`config.mk`:
```
export PLATFORM = sky130hd
export DESIGN_NAME = fetch_mem_arbiter
export DESIGN_NICKNAME = d
export VERILOG_FILES = /design/src/rtl/fetch_mem_arbiter.sv
export SDC_FILE = /design/constraint.sdc
export NUM_CORES = 1
export LEC_CHECK = 0
export CAP_MARGIN = 20
export CORE_ASPECT_RATIO = 1.25
export CORE_UTILIZATION = 43
export DETAILED_ROUTE_END_ITERATION = 7
export PLACE_DENSITY = 0.95
export SYNTH_ARGS = -nofsm -noshare
export SYNTH_HDL_FRONTEND = slang
export SYNTH_SLANG_ARGS = --single-unit
```
`constraint.sdc`:
```
create_clock -name clk -period 4.2 [get_ports clk]
set_input_delay 1.26 -clock clk [delete_from_list [all_inputs] [get_ports clk]]
set_output_delay 1.26 -clock clk [all_outputs]
set_load 0.01 [all_outputs]
```
`src/rtl/fetch_mem_arbiter.sv`:
```
`default_nettype none
// ============================================================================
// Module   : fetch_mem_arbiter
// Purpose  : Shares one single-outstanding memory between fetch and data stages
//            with bounded-fairness arbitration and fetch flush handling.
// Revision : 1.0
// ============================================================================
module fetch_mem_arbiter #(
  parameter int ADDR_W     = 16,
  parameter int DATA_W     = 16,
  parameter int MAX_CONSEC = 2
) (
  input  logic              clk,
  input  logic              rst_n,
  input  logic              if_req,
  input  logic [ADDR_W-1:0] if_addr,
  input  logic              if_flush,
  output logic [DATA_W-1:0] if_rdata,
  output logic              if_ready,
  output logic              if_stall,
  input  logic              dm_req,
  input  logic              dm_wr,
  input  logic [ADDR_W-1:0] dm_addr,
  input  logic [DATA_W-1:0] dm_wdata,
  output logic [DATA_W-1:0] dm_rdata,
  output logic              dm_ready,
  output logic              dm_stall,
  output logic              m_en,
  output logic              m_wr,
  output logic [ADDR_W-1:0] m_addr,
  output logic [DATA_W-1:0] m_wdata,
  input  logic [DATA_W-1:0] m_rdata,
  input  logic              m_valid
);

  localparam int c_CNT_W = (MAX_CONSEC < 1) ? 1 : $clog2(MAX_CONSEC + 1);
  localparam logic [c_CNT_W-1:0] c_MAX = c_CNT_W'(MAX_CONSEC);

  typedef enum logic [2:0] {
    S_IDLE    = 3'd0,
    S_BUSY_IF = 3'd1,
    S_BUSY_DM = 3'd2,
    S_DONE_IF = 3'd3,
    S_DONE_DM = 3'd4
  } state_t;

  state_t             r_state;
  logic [c_CNT_W-1:0] r_consec;
  logic               r_cancel;
  logic               r_if_done;

  logic w_if_elig;
  logic w_grant_dm;
  logic w_grant_if;

  assign w_if_elig  = if_req && !if_flush;
  // Data stage wins contention until it has taken MAX_CONSEC grants in a row.
  assign w_grant_dm = dm_req && !(w_if_elig && (r_consec == c_MAX));
  assign w_grant_if = w_if_elig && !w_grant_dm;

  // A flush arriving in the completion cycle still withholds the pulse.
  assign if_ready = r_if_done && !if_flush;
  assign if_stall = if_req && !if_ready;
  assign dm_stall = dm_req && !dm_ready;

  always_ff @(posedge clk) begin
    if (!rst_n) begin
      r_state   <= S_IDLE;
      r_consec  <= '0;
      r_cancel  <= 1'b0;
      r_if_done <= 1'b0;
      dm_ready  <= 1'b0;
      m_en      <= 1'b0;
      m_wr      <= 1'b0;
      m_addr    <= '0;
      m_wdata   <= '0;
      if_rdata  <= '0;
      dm_rdata  <= '0;
    end else begin
      m_en      <= 1'b0;
      r_if_done <= 1'b0;
      dm_ready  <= 1'b0;
      case (r_state)
        S_IDLE: begin
          r_cancel <= 1'b0;
          if (w_grant_dm) begin
            r_state <= S_BUSY_DM;
            m_en    <= 1'b1;
            m_wr    <= dm_wr;
            m_addr  <= dm_addr;
            m_wdata <= dm_wdata;
            if (w_if_elig)
              r_consec <= (r_consec == c_MAX) ? r_consec : r_consec + c_CNT_W'(1);
            else
              r_consec <= '0;
          end else if (w_grant_if) begin
            r_state  <= S_BUSY_IF;
            m_en     <= 1'b1;
            m_wr     <= 1'b0;
            m_addr   <= if_addr;
            m_wdata  <= '0;
            r_consec <= '0;
          end
        end
        S_BUSY_IF: begin
          if (if_flush) r_cancel <= 1'b1;
          if (m_valid) begin
            if (r_cancel || if_flush) begin
              r_state <= S_IDLE;
            end else begin
              if_rdata  <= m_rdata;
              r_if_done <= 1'b1;
              r_state   <= S_DONE_IF;
            end
          end
        end
        S_BUSY_DM: begin
          if (m_valid) begin
            if (!m_wr) dm_rdata <= m_rdata;
            dm_ready <= 1'b1;
            r_state  <= S_DONE_DM;
          end
        end
        S_DONE_IF: r_state <= S_IDLE;
        S_DONE_DM: r_state <= S_IDLE;
        default:   r_state <= S_IDLE;
      endcase
    end
  end

endmodule
`default_nettype wire
```
==> metrics.md <==
| Metric | Value |
|---|---|
| Vias/cell | `5.18` |
| Ant. Diodes | `0` |
| Via count | `2912` |
| Simple-Gate Fraction of Synth Area | `21.8%` |
| DIE HEIGHT | `93.9 um` |
| Sequential share of the synthesized area | `51.0%` |
| Clock-pin slew on the worst setup and hold paths | `0.07 ns` |
| Post-Syn Area per Cell | `8.62 um2` |
| Status | `finished clean` |
| Drt drc | `0` |
| Die area | `7090 um2` |
| Hold_buf cts | `0` |
| Combinational share of power | `20.0%` |
| Startpoint types | `primary input` |
| Post-synthesis register bit count | `74` |
| Wl on met1 | `3190 um` |
| Sequential share of power | `43.4%` |
| Average routed wire per standard cell | `14.5 um` |
| Layout Nets | `542` |
| H-tree lvl count | `3` |
| Layout cells sized above 1 | `6.11%` |
| Async set-reset flop share out of synthesis | `0%` |
| Setup TNS | `0 ns` |
| Rows | `33` |
| Post-DP HPWL | `5960 um` |
| Total GRT Usage | `23.6%` |
| Metal2 WL | `4240 um` |
| Inst Count DP | `546` |
| Static Leak | `1.65 nW` |
| Kind of critical path | `in -> out` |
| Data required time at the worst endpoint | `2.94 ns` |
| CTS tree | `built` |
| Pwr dens | `393 nW/um2` |
| Synth Area in Compound Gates | `22.8%` |
| Post-CTS Setup Bufs | `0` |
| Maximum fanout along the worst path | `5` |
| TritonCTS Sinks | `74` |
| Grt total ovfl | `0` |
| Data arrival, critical path | `2.65 ns` |
| Core box area | `6520 um2` |
| CP max stage delay | `0.55 ns` |
| TritonRoute pass-1 iters | `4` |
| Largest net degree at the start of global routing | `55` |
| Yosys top cell area share | `51.0%` |
| RSZ-0062 raised after global routing | `no` |
| Multi-input gate area | `1310 um2` |
| Most common flop cell mapped by yosys | `dfxtp_1` |
| Initial antenna violation count | `0` |
| Layout Skew | `0.00965 ns` |
| Fillers | `541` |
| CTS buffer count | `9` |
| Count leader, synth | `nand2_1` |
| Post-Layout Cell Count | `562` |
| Die X | `75.5 um` |
| CP most frequent cell | `clkdlybuf4s50_1` |
| Detail Route Antenna Nets | `0` |
| Max IR drop VDD | `0.258 mV` |
| Crit. End Element | `output pin` |
| Synthesis-to-layout area growth | `58.0%` |
| Worst-case clock buffer depth | `2` |
| Post-synth top cells | `82 x nand2_1, 74 x dfxtp_1, 33 x a21oi_1, 31 x a21boi_0, 22 x nor2b_1` |
| Post-synth EDFFs | `0` |
| PortBufs | `140` |
| NetSw | `459 uW` |
| Clock group share of total power | `36.6%` |
| Max-slew violation count | `0` |
| First-pass GRT wire length | `12600 um` |
| Post-CTS Resized | `0` |
| P_int | `1.34 mW` |
| Worst slew margin | `48.3%` |
| Yosys warns | `0` |
| Gpl congestion | `0.785` |
| Multiplexer share of the synthesized area | `0%` |
| Io pins | `141` |
| Post-synth cell types | `34` |
| Routed WL | `8180 um` |
| Largest family of logic cells by synthesized area | `compound AO/OA/AOI/OAI gates` |
| DRT iter0 DRCs | `131` |
| Worst min-delay path class | `reg -> reg` |
| CTS root buf | `clkbuf_8` |
| Mapped Cells | `337` |
| Min Tclk post-route | `3.91 ns` |
| Sw Ratio | `25.4%` |
| Cell area after synthesis | `2900 um2` |
| Fin crit share | `93.2%` |
| F_max | `0.256 GHz` |
| Area share of xor/xnor cells in the synthesized design | `0%` |
| Top cells by area, synth | `dfxtp_1 51%, nand2_1 11%, a21boi_0 8.0%, a21oi_1 5.7%, a22oi_1 4.9%` |
| Initial Util | `44.5%` |
| Sequential Area | `1480 um2` |
| Uppermost layer routed | `met4` |
| Vias in the first global route | `2866` |
| Worst hold margin | `0.466 ns` |
| Worst-margin pin slew | `0.776 ns` |
| Final number of setup-violating endpoints | `0` |
| Post-synthesis adder-cell area fraction | `0.431%` |
| Worst-Skew Late Latency | `0.34 ns` |
| Metal3 WL | `487 um` |
| Syn nets | `409` |
| Worst path cell trace | `clkdlybuf4s50_1 -> inv_1 -> nor2_1 -> clkdlybuf4s50_1` |
| Number of max-cap violations | `0` |
| Synth area leader | `dfxtp_1` |
| CP max stage cell | `clkdlybuf4s50_1` |
| Fin. Hold Viols | `0` |
-- layer usage --
metal | GRT usage, % | vias to the layer above
met5 | 0 | -
met4 | 12.7 | 0
met3 | 5.04 | 21
met2 | 42.3 | 120
met1 | 24.9 | 1353
li1 | - | 1418
-- worst max-delay path, delay by kind of cell --
kind / cells / cell delay, ns
buf+inv: 3 / 1.24
simple gates: 1 / 0.15
-- path summary, 6_finish.rpt --
check / startpoint / cells after the start / slack (ns) / end
max: dm_req / 4 / 0.29 / dm_stall
min: dm_rdata[2] / 2 / 0.47 / dm_rdata[2]
max reg2reg: r_state[0] / 4 / 2.23 / r_state[1]
min reg2reg: dm_rdata[2] / 2 / 0.47 / dm_rdata[2]
-- cells by family (layout without fill, tap and decap cells) --
kind of cell	count (synthesis)	count (layout)
and+or+nand+nor	131	131
AOI/OAI and AO/OA	105	105
DFF	74	74
buffers and inverters	26	164
adders and majority gates	1	1
-- state kept, by name (all words and copies together) (netlist names) --
register	flops
dm_rdata	16
if_rdata	16
m_addr	16
m_wdata	16
r_state	3
r_consec	2
dm_ready	1
m_en	1
m_wr	1
r_cancel	1
r_if_done	1
-- cells in the final DEF (no fill, tap or decap), drive strengths merged, types with 4 or more instances in the layout --
| cell | n |
|---|---|
| a21boi | 32 |
| a21oi | 34 |
| a22oi | 19 |
| buf | 6 |
| clkbuf | 9 |
| clkdlybuf4s50 | 139 |
| clkinv | 4 |
| dfxtp | 74 |
| nand2 | 82 |
| nor2 | 7 |
| nor2b | 22 |
| o21ai | 18 |
-- area by class of cell --
cell class / count / area share, %
sequential: 74 / 32.3
clock inverter: 7 / 2.56
multi-input combinational: 237 / 28.6
timing repair buffer: 145 / 31.3
inverter: 3 / 0.245
tap: 87 / 2.37
clock buffer: 9 / 2.70
-- per-stage QoR --
stage | total power [mW] | setup WS (ns) | utilization (%) | cell area (um2)
2_1_floorplan | 0.958 | 1.35 | - | 2900
3_3_place_gp | 1.15 | 0.326 | 66.6 | 4350
3_5_place_dp | 1.16 | 0.300 | 66.6 | 4350
4_1_cts | 1.82 | 0.289 | 70.3 | 4590
5_1_grt | 1.88 | 0.216 | 70.3 | 4590
6_report | 1.80 | 0.288 | 70.3 | 4590
-- power by group through the flow --
| stage | registers [mW] | clock network (mW) | logic (mW) |
|---|---|---|---|
| 2_1_floorplan | 0.815 | 0 | 0.143 |
| 3_3_place_gp | 0.795 | 0 | 0.353 |
| 3_5_place_dp | 0.799 | 0 | 0.361 |
| 4_1_cts | 0.783 | 0.668 | 0.364 |
| 5_1_grt | 0.788 | 0.702 | 0.391 |
| 6_report | 0.782 | 0.660 | 0.362 |
No activity file was read; power rests on OpenSTA's default activity.
